### src/rtl/bcd_pkg.sv
// Shared types and constants for the sequential binary-to-BCD converter.
package bcd_pkg;

    typedef enum logic [1:0] {
        IDLE  = 2'd0,
        ADD   = 2'd1,
        SHIFT = 2'd2,
        DONE  = 2'd3
    } bcd_state_e;

    localparam logic [3:0] BCD_NINE = 4'd9;

    // Ceiling log2, with clog2(1) = 0.
    function automatic int clog2(input int n);
        int r;
        r = 0;
        for (int v = n - 1; v > 0; v = v >> 1) begin
            r++;
        end
        return r;
    endfunction

endpackage

### src/rtl/bcd_add3_digit.sv
// Double-dabble correction cell: a nibble above 4 gets +3 before the next shift.
module bcd_add3_digit (
    input  logic [3:0] din,
    output logic [3:0] dout
);

    assign dout = (din > 4'd4) ? din + 4'd3 : din;

endmodule

### src/rtl/bcd_converter_param.sv
// Sequential shift-add-3 binary-to-BCD converter with leading-zero blanking
// mask and saturating overflow.
module bcd_converter_param
    import bcd_pkg::*;
#(
    parameter int BIN_W  = 12,
    parameter int DIGITS = 4
) (
    input  logic                  clk,
    input  logic                  rst_n,
    input  logic                  start,
    input  logic [BIN_W-1:0]      bin_in,
    output logic                  busy,
    output logic                  done,
    output logic [4*DIGITS-1:0]   bcd_out,
    output logic [DIGITS-1:0]     blank_mask,
    output logic                  overflow
);

    localparam int SCR_W = 4 * DIGITS + BIN_W;
    localparam int CNT_W = clog2(BIN_W) + 1;
    localparam logic [DIGITS-1:0] MASK_RST = {DIGITS{1'b1}} << 1;

    // Handshake: start is sampled only in IDLE; busy is high from the capture
    // edge until done; done pulses for one cycle (the first IDLE cycle) and a
    // start in that cycle is accepted. Starts while busy are dropped.

    bcd_state_e           state_q, state_d;
    logic [SCR_W-1:0]     scratch_q;
    logic [CNT_W-1:0]     cnt_q;
    logic                 ovf_acc_q;
    logic [4*DIGITS-1:0]  add3_bcd;
    logic [4*DIGITS-1:0]  bcd_d;
    logic [DIGITS-1:0]    mask_d;
    logic                 last_shift;

    assign last_shift = (cnt_q == CNT_W'(BIN_W - 1));

    always_ff @(posedge clk or negedge rst_n) begin
        if (!rst_n) begin
            state_q <= IDLE;
        end else begin
            state_q <= state_d;
        end
    end

    always_comb begin
        state_d = state_q;
        case (state_q)
            IDLE:    if (start) state_d = ADD;
            ADD:     state_d = SHIFT;
            SHIFT:   state_d = last_shift ? DONE : ADD;
            DONE:    state_d = IDLE;
            default: state_d = IDLE;
        endcase
    end

    genvar gi;
    generate
        for (gi = 0; gi < DIGITS; gi++) begin : g_add3
            bcd_add3_digit u_add3 (
                .din  (scratch_q[BIN_W + 4*gi +: 4]),
                .dout (add3_bcd[4*gi +: 4])
            );
        end
    endgenerate

    // Saturate to all nines when any bit fell off the top of the BCD field.
    assign bcd_d = ovf_acc_q ? {DIGITS{BCD_NINE}} : scratch_q[SCR_W-1:BIN_W];

    // Digit i blanks when it and every digit above it are zero; digit 0 never blanks.
    assign mask_d[0] = 1'b0;
    generate
        for (gi = 1; gi < DIGITS; gi++) begin : g_mask
            assign mask_d[gi] = ((bcd_d >> (4*gi)) == '0);
        end
    endgenerate

    always_ff @(posedge clk or negedge rst_n) begin
        if (!rst_n) begin
            scratch_q  <= '0;
            cnt_q      <= '0;
            ovf_acc_q  <= 1'b0;
            busy       <= 1'b0;
            done       <= 1'b0;
            bcd_out    <= '0;
            blank_mask <= MASK_RST;
            overflow   <= 1'b0;
        end else begin
            done <= 1'b0;
            case (state_q)
                IDLE: begin
                    if (start) begin
                        scratch_q <= {{(4*DIGITS){1'b0}}, bin_in};
                        cnt_q     <= '0;
                        ovf_acc_q <= 1'b0;
                        busy      <= 1'b1;
                    end
                end
                ADD: begin
                    scratch_q <= {add3_bcd, scratch_q[BIN_W-1:0]};
                end
                SHIFT: begin
                    scratch_q <= {scratch_q[SCR_W-2:0], 1'b0};
                    ovf_acc_q <= ovf_acc_q | scratch_q[SCR_W-1];
                    cnt_q     <= cnt_q + CNT_W'(1);
                end
                DONE: begin
                    bcd_out    <= bcd_d;
                    blank_mask <= mask_d;
                    overflow   <= ovf_acc_q;
                    done       <= 1'b1;
                    busy       <= 1'b0;
                end
                default: ;
            endcase
        end
    end

endmodule

### config.mk
export PLATFORM = sky130hd
export DESIGN_NAME = bcd_converter_param
export DESIGN_NICKNAME = d
export VERILOG_FILES = /design/src/rtl/bcd_pkg.sv /design/src/rtl/bcd_add3_digit.sv /design/src/rtl/bcd_converter_param.sv
export SDC_FILE = /design/constraint.sdc
export NUM_CORES = 1
export LEC_CHECK = 0
export CAP_MARGIN = 0
export CELL_PAD_IN_SITES_DETAIL_PLACEMENT = 0
export CELL_PAD_IN_SITES_GLOBAL_PLACEMENT = 1
export CORE_MARGIN = 1.5
export CORE_UTILIZATION = 52
export DETAILED_ROUTE_END_ITERATION = 16
export DONT_BUFFER_PORTS = 1
export MAX_ROUTING_LAYER = met4
export PLACE_DENSITY = 0.91
export REMOVE_ABC_BUFFERS = 1
export SLEW_MARGIN = 40
export SYNTH_ARGS = -nofsm -noshare
export SYNTH_HDL_FRONTEND = slang
export SYNTH_HIERARCHICAL = 1
export SYNTH_SLANG_ARGS = --single-unit
### constraint.sdc
create_clock -name clk -period 4.7 [get_ports clk]
set_clock_uncertainty 0.05 [all_clocks]
set_input_delay 0.94 -clock clk [delete_from_list [all_inputs] [get_ports clk]]
set_output_delay 0.94 -clock clk [all_outputs]
set_load 0.02 [all_outputs]
==> impl_metrics.py <==
metrics = {
    "timing": {
        "clock.fmax_mhz": 445,
        "period_needed_ps": 2250,
        "final_hold_viol_count": 0,
        "final-setup-viol-count": 0,
        "period_share_pct": 47.8,
        "worst_pin_slew_ps": 715,
        "unrepaired_setup_endpoints_after_global_routing": "no",
        "tns_ps": 0,
        "slew_viol_final": 0,
        "timing.max_slew.rel_slack_pct": 52.3,
    },
    "worst_setup_path": {
        "launch_instance_of_the_worst_register_to_register_path": "state_q[0]",
        "cell_depth_of_the_worst_flop_to_flop_path": 4,
        "worst_ep_required_time_ps": 4890,
        "crit_path_max_fanout": 25,
        "timing.setup.critical_path_class": "reg -> reg",
        "regToRegSetupSlack_ps": 2450,
        "worst-endpoint-arrival_ps": 2440,
        "nature_of_the_critical_path_endpoint": "flip-flop",
        "crit_path_start_kind": "flip-flop",
        "capturing_point_of_the_worst_reg2reg_path": "scratch_q[24]",
    },
    "run_status": {
        "status": "finished clean",
    },
    "synth": {
        "postSynthRegisterBits": 58,
        "syn_area_mm2": 0.00313,
        "synth_async_sr_flop_share_pct": 100,
        "synth_edf_count": 0,
        "ys_seq_area_share_pct": 46.5,
        "synth-main-ff-cell": "dfrtp_1",
        "synthCells": 328,
        "distinct_cell_type_count_after_synthesis": 39,
        "warnings_from_yosys": 6,
        "post_synth.cell_area_avg_um2": 9.54,
    },
    "clock_network": {
        "cts_sinks": 58,
        "worst_skew_pair.late_latency_ps": 330,
        "post-cts-setup-buffer-count": 0,
        "max-clock-path-buffers": 2,
        "post_cts_resize_count": 0,
        "path_clk_slew_ps": 70,
        "cts.hold.buffers_added": 0,
        "cts_max_level": 3,
        "total_cts_buffers": 9,
        "clock_tree.root_cell": "clkbuf_8",
        "cts_tree": "built",
    },
    "detailed_routing": {
        "drt_iter0_markers": 133,
        "routed_wl_mm": 6.49,
        "routed_via_density": 5.99,
        "via_count": 2396,
        "drtPass1Iterations": 5,
        "routedWlPerCell_um": 16.2,
        "residual_antenna_violating_net_count_after_detailed_routing": 0,
        "drc_errors": 0,
    },
    "floorplan": {
        "floorplan.die.width_um": 80.6,
        "die_h_um": 80.6,
        "start_util_pct": 53.5,
        "pin_count": 38,
        "fp-row-count": 28,
        "floorplan.die_area_mm2": 0.00649,
        "floorplan.core_area_mm2": 0.00585,
    },
    "final_layout": {
        "final_layout_size_suffix_gt1_share_pct": 9.54,
        "final_net_count": 349,
        "areaGrowthSynthToFinish_pct": 7.00,
        "final.fill_count": 516,
        "antennaDiodeCount": 0,
    },
    "global_route": {
        "grt.busiest_layer": "met2",
        "grt_max_degree": 59,
        "grt_remaining_overflow": 0,
        "global_route_wire_length_before_repair_mm": 11.2,
        "grt_util_all_layers_pct": 23.3,
        "first_global_vias": 2328,
        "grt_antenna_before_repair": 0,
        "globalRouteMet2Util_pct": 34.6,
        "grt_util_met1_pct": 31.3,
        "grt_use_met3_pct": 4.66,
    },
    "flow_run": {
        "maxCapViolations": 0,
    },
    "place": {
        "port_buffers": 0,
        "post-dp-hpwl_mm": 4.15,
        "globalplace.congestion": 0.785,
    },
    "power_and_ir_drop": {
        "power-per-cell-area_mw_per_mm2": 302,
        "p_leak_nw": 1.48,
        "report.power.total_mw": 1.01,
        "vdd_ir_drop_max_v": 0.000183,
    },
    "worst_hold_path": {
        "min-delay-path-class": "in -> async",
    },
}
==> worst max-delay path by stage <==
| stage | startpoint | to | slack [ps] |
|---|---|---|---|
| final | state_q[0] | scratch_q[24] | 2450 |
| after CTS | state_q[1] | bcd_out[5] | 2310 |
| after detailed placement | state_q[1] | bcd_out[2] | 2330 |
| after global placement | state_q[1] | bcd_out[2] | 2370 |
| after global routing | state_q[0] | scratch_q[24] | 2170 |
| after floorplan | state_q[0] | cnt_q[4] | 2800 |
==> per-layer routing <==
layer | vias to the layer above | routed length, um
li1 | 1151 | -
met1 | 1175 | 2990
met4 | 0 | 51
met3 | 6 | 316
met2 | 64 | 3130
met5 | - | 0
==> cells in the mapped netlist, types with 2 or more instances <==
cell type / number / area (um2)
ha_1: 14 / 175
buf_6: 2 / 22.5
nand2b_1: 8 / 50.1
a21oi_1: 11 / 55.1
a22oi_1: 16 / 120
inv_1: 17 / 63.8
a21oi_2: 4 / 35.0
buf_4: 2 / 15.0
dfstp_2: 3 / 78.8
mux2i_4: 2 / 45.0
nor3_1: 6 / 30.0
xnor2_1: 4 / 35.0
a31oi_1: 12 / 75.1
mux2i_1: 5 / 50.1
o22a_1: 2 / 17.5
nand2_1: 26 / 97.6
o21ai_0: 41 / 205
a22o_1: 6 / 52.6
a21o_1: 4 / 30.0
nor2_1: 18 / 67.6
o21ai_1: 15 / 75.1
clkbuf_1: 9 / 33.8
mux2_2: 2 / 22.5
nor2b_1: 19 / 119
buf_2: 6 / 30.0
dfrtp_1: 55 / 1380
nand3_1: 2 / 10.0
nand4_1: 2 / 12.5
o2bb2ai_1: 5 / 43.8
==> logic make-up (layout without fill, tap and decap cells) <==
| kind of cell | Yosys count | in the layout | synth area share [%] |
|---|---|---|---|
| simple gates | 85 | 85 | 13.4 |
| compound gates | 121 | 121 | 24.2 |
| other cells | 1 | 1 | 0.120 |
| xor+xnor | 4 | 4 | 1.12 |
| fa+ha+maj | 14 | 14 | 5.60 |
| flops | 58 | 58 | 46.5 |
| mux | 9 | 9 | 3.76 |
| buf+inv | 36 | 33 | 5.28 |
==> per-stage QoR <==
stage	util, %	worst slack [ps]	instances	cell area (um2)	hold slack, ps
3_5_place_dp	53.4	2330	384	3120	455
6_report	57.2	2450	400	3350	242
4_1_cts	57.1	2310	400	3340	227
3_3_place_gp	53.3	2370	384	3120	448
5_1_grt	57.2	2170	400	3350	215
2_1_floorplan	-	2800	309	3030	425
==> registers in the layout, indices dropped and copies added (netlist names) <==
signal / count
cnt_q: 5
done: 1
blank_mask: 3
bcd_out: 16
overflow: 1
ovf_acc_q: 1
busy: 1
scratch_q: 28
state_q: 2
==> cell usage in the layout (no fill, tap or decap), types with 6 or more instances in the layout <==
| master | netlist | final |
|---|---|---|
| ha_1 | 14 | 11 |
| nand2b_1 | 8 | 8 |
| inv_1 | 17 | 17 |
| nor3_1 | 6 | 6 |
| nor2b_1 | 19 | 19 |
| a31oi_1 | 12 | 12 |
| a22o_1 | 6 | 6 |
| nor2_1 | 18 | 18 |
| a21oi_1 | 11 | 11 |
| o21ai_1 | 15 | 15 |
| o21ai_0 | 41 | 41 |
| dfrtp_1 | 55 | 55 |
| a22oi_1 | 16 | 16 |
| nand2_1 | 26 | 26 |
| clkbuf_8 | 0 | 10 |
==> cell type report <==
cell class	count	area [um2]	share of cell area, %
clock inverter	5	77.6	2.32
clock buffer	11	141	4.22
tap	75	93.8	2.80
multi-input combinational	234	1520	45.3
inverter	17	63.8	1.91
sequential	58	1460	43.5
==> report_power, final <==
part / internal, mW / switching, mW / leakage [nW]
combinational: 0.00221 / 0.000951 / 0.584
clock: 0.311 / 0.198 / 0.109
sequential: 0.499 / 0 / 0.791
==> worst max-delay path, cell delays in order, from the launching register on <==
cell and delay (ps):
dfrtp_1 410, inv_1 110, ha_1 770, nand2_1 510, o21ai_0 310
No activity file was read; power rests on OpenSTA's default activity.
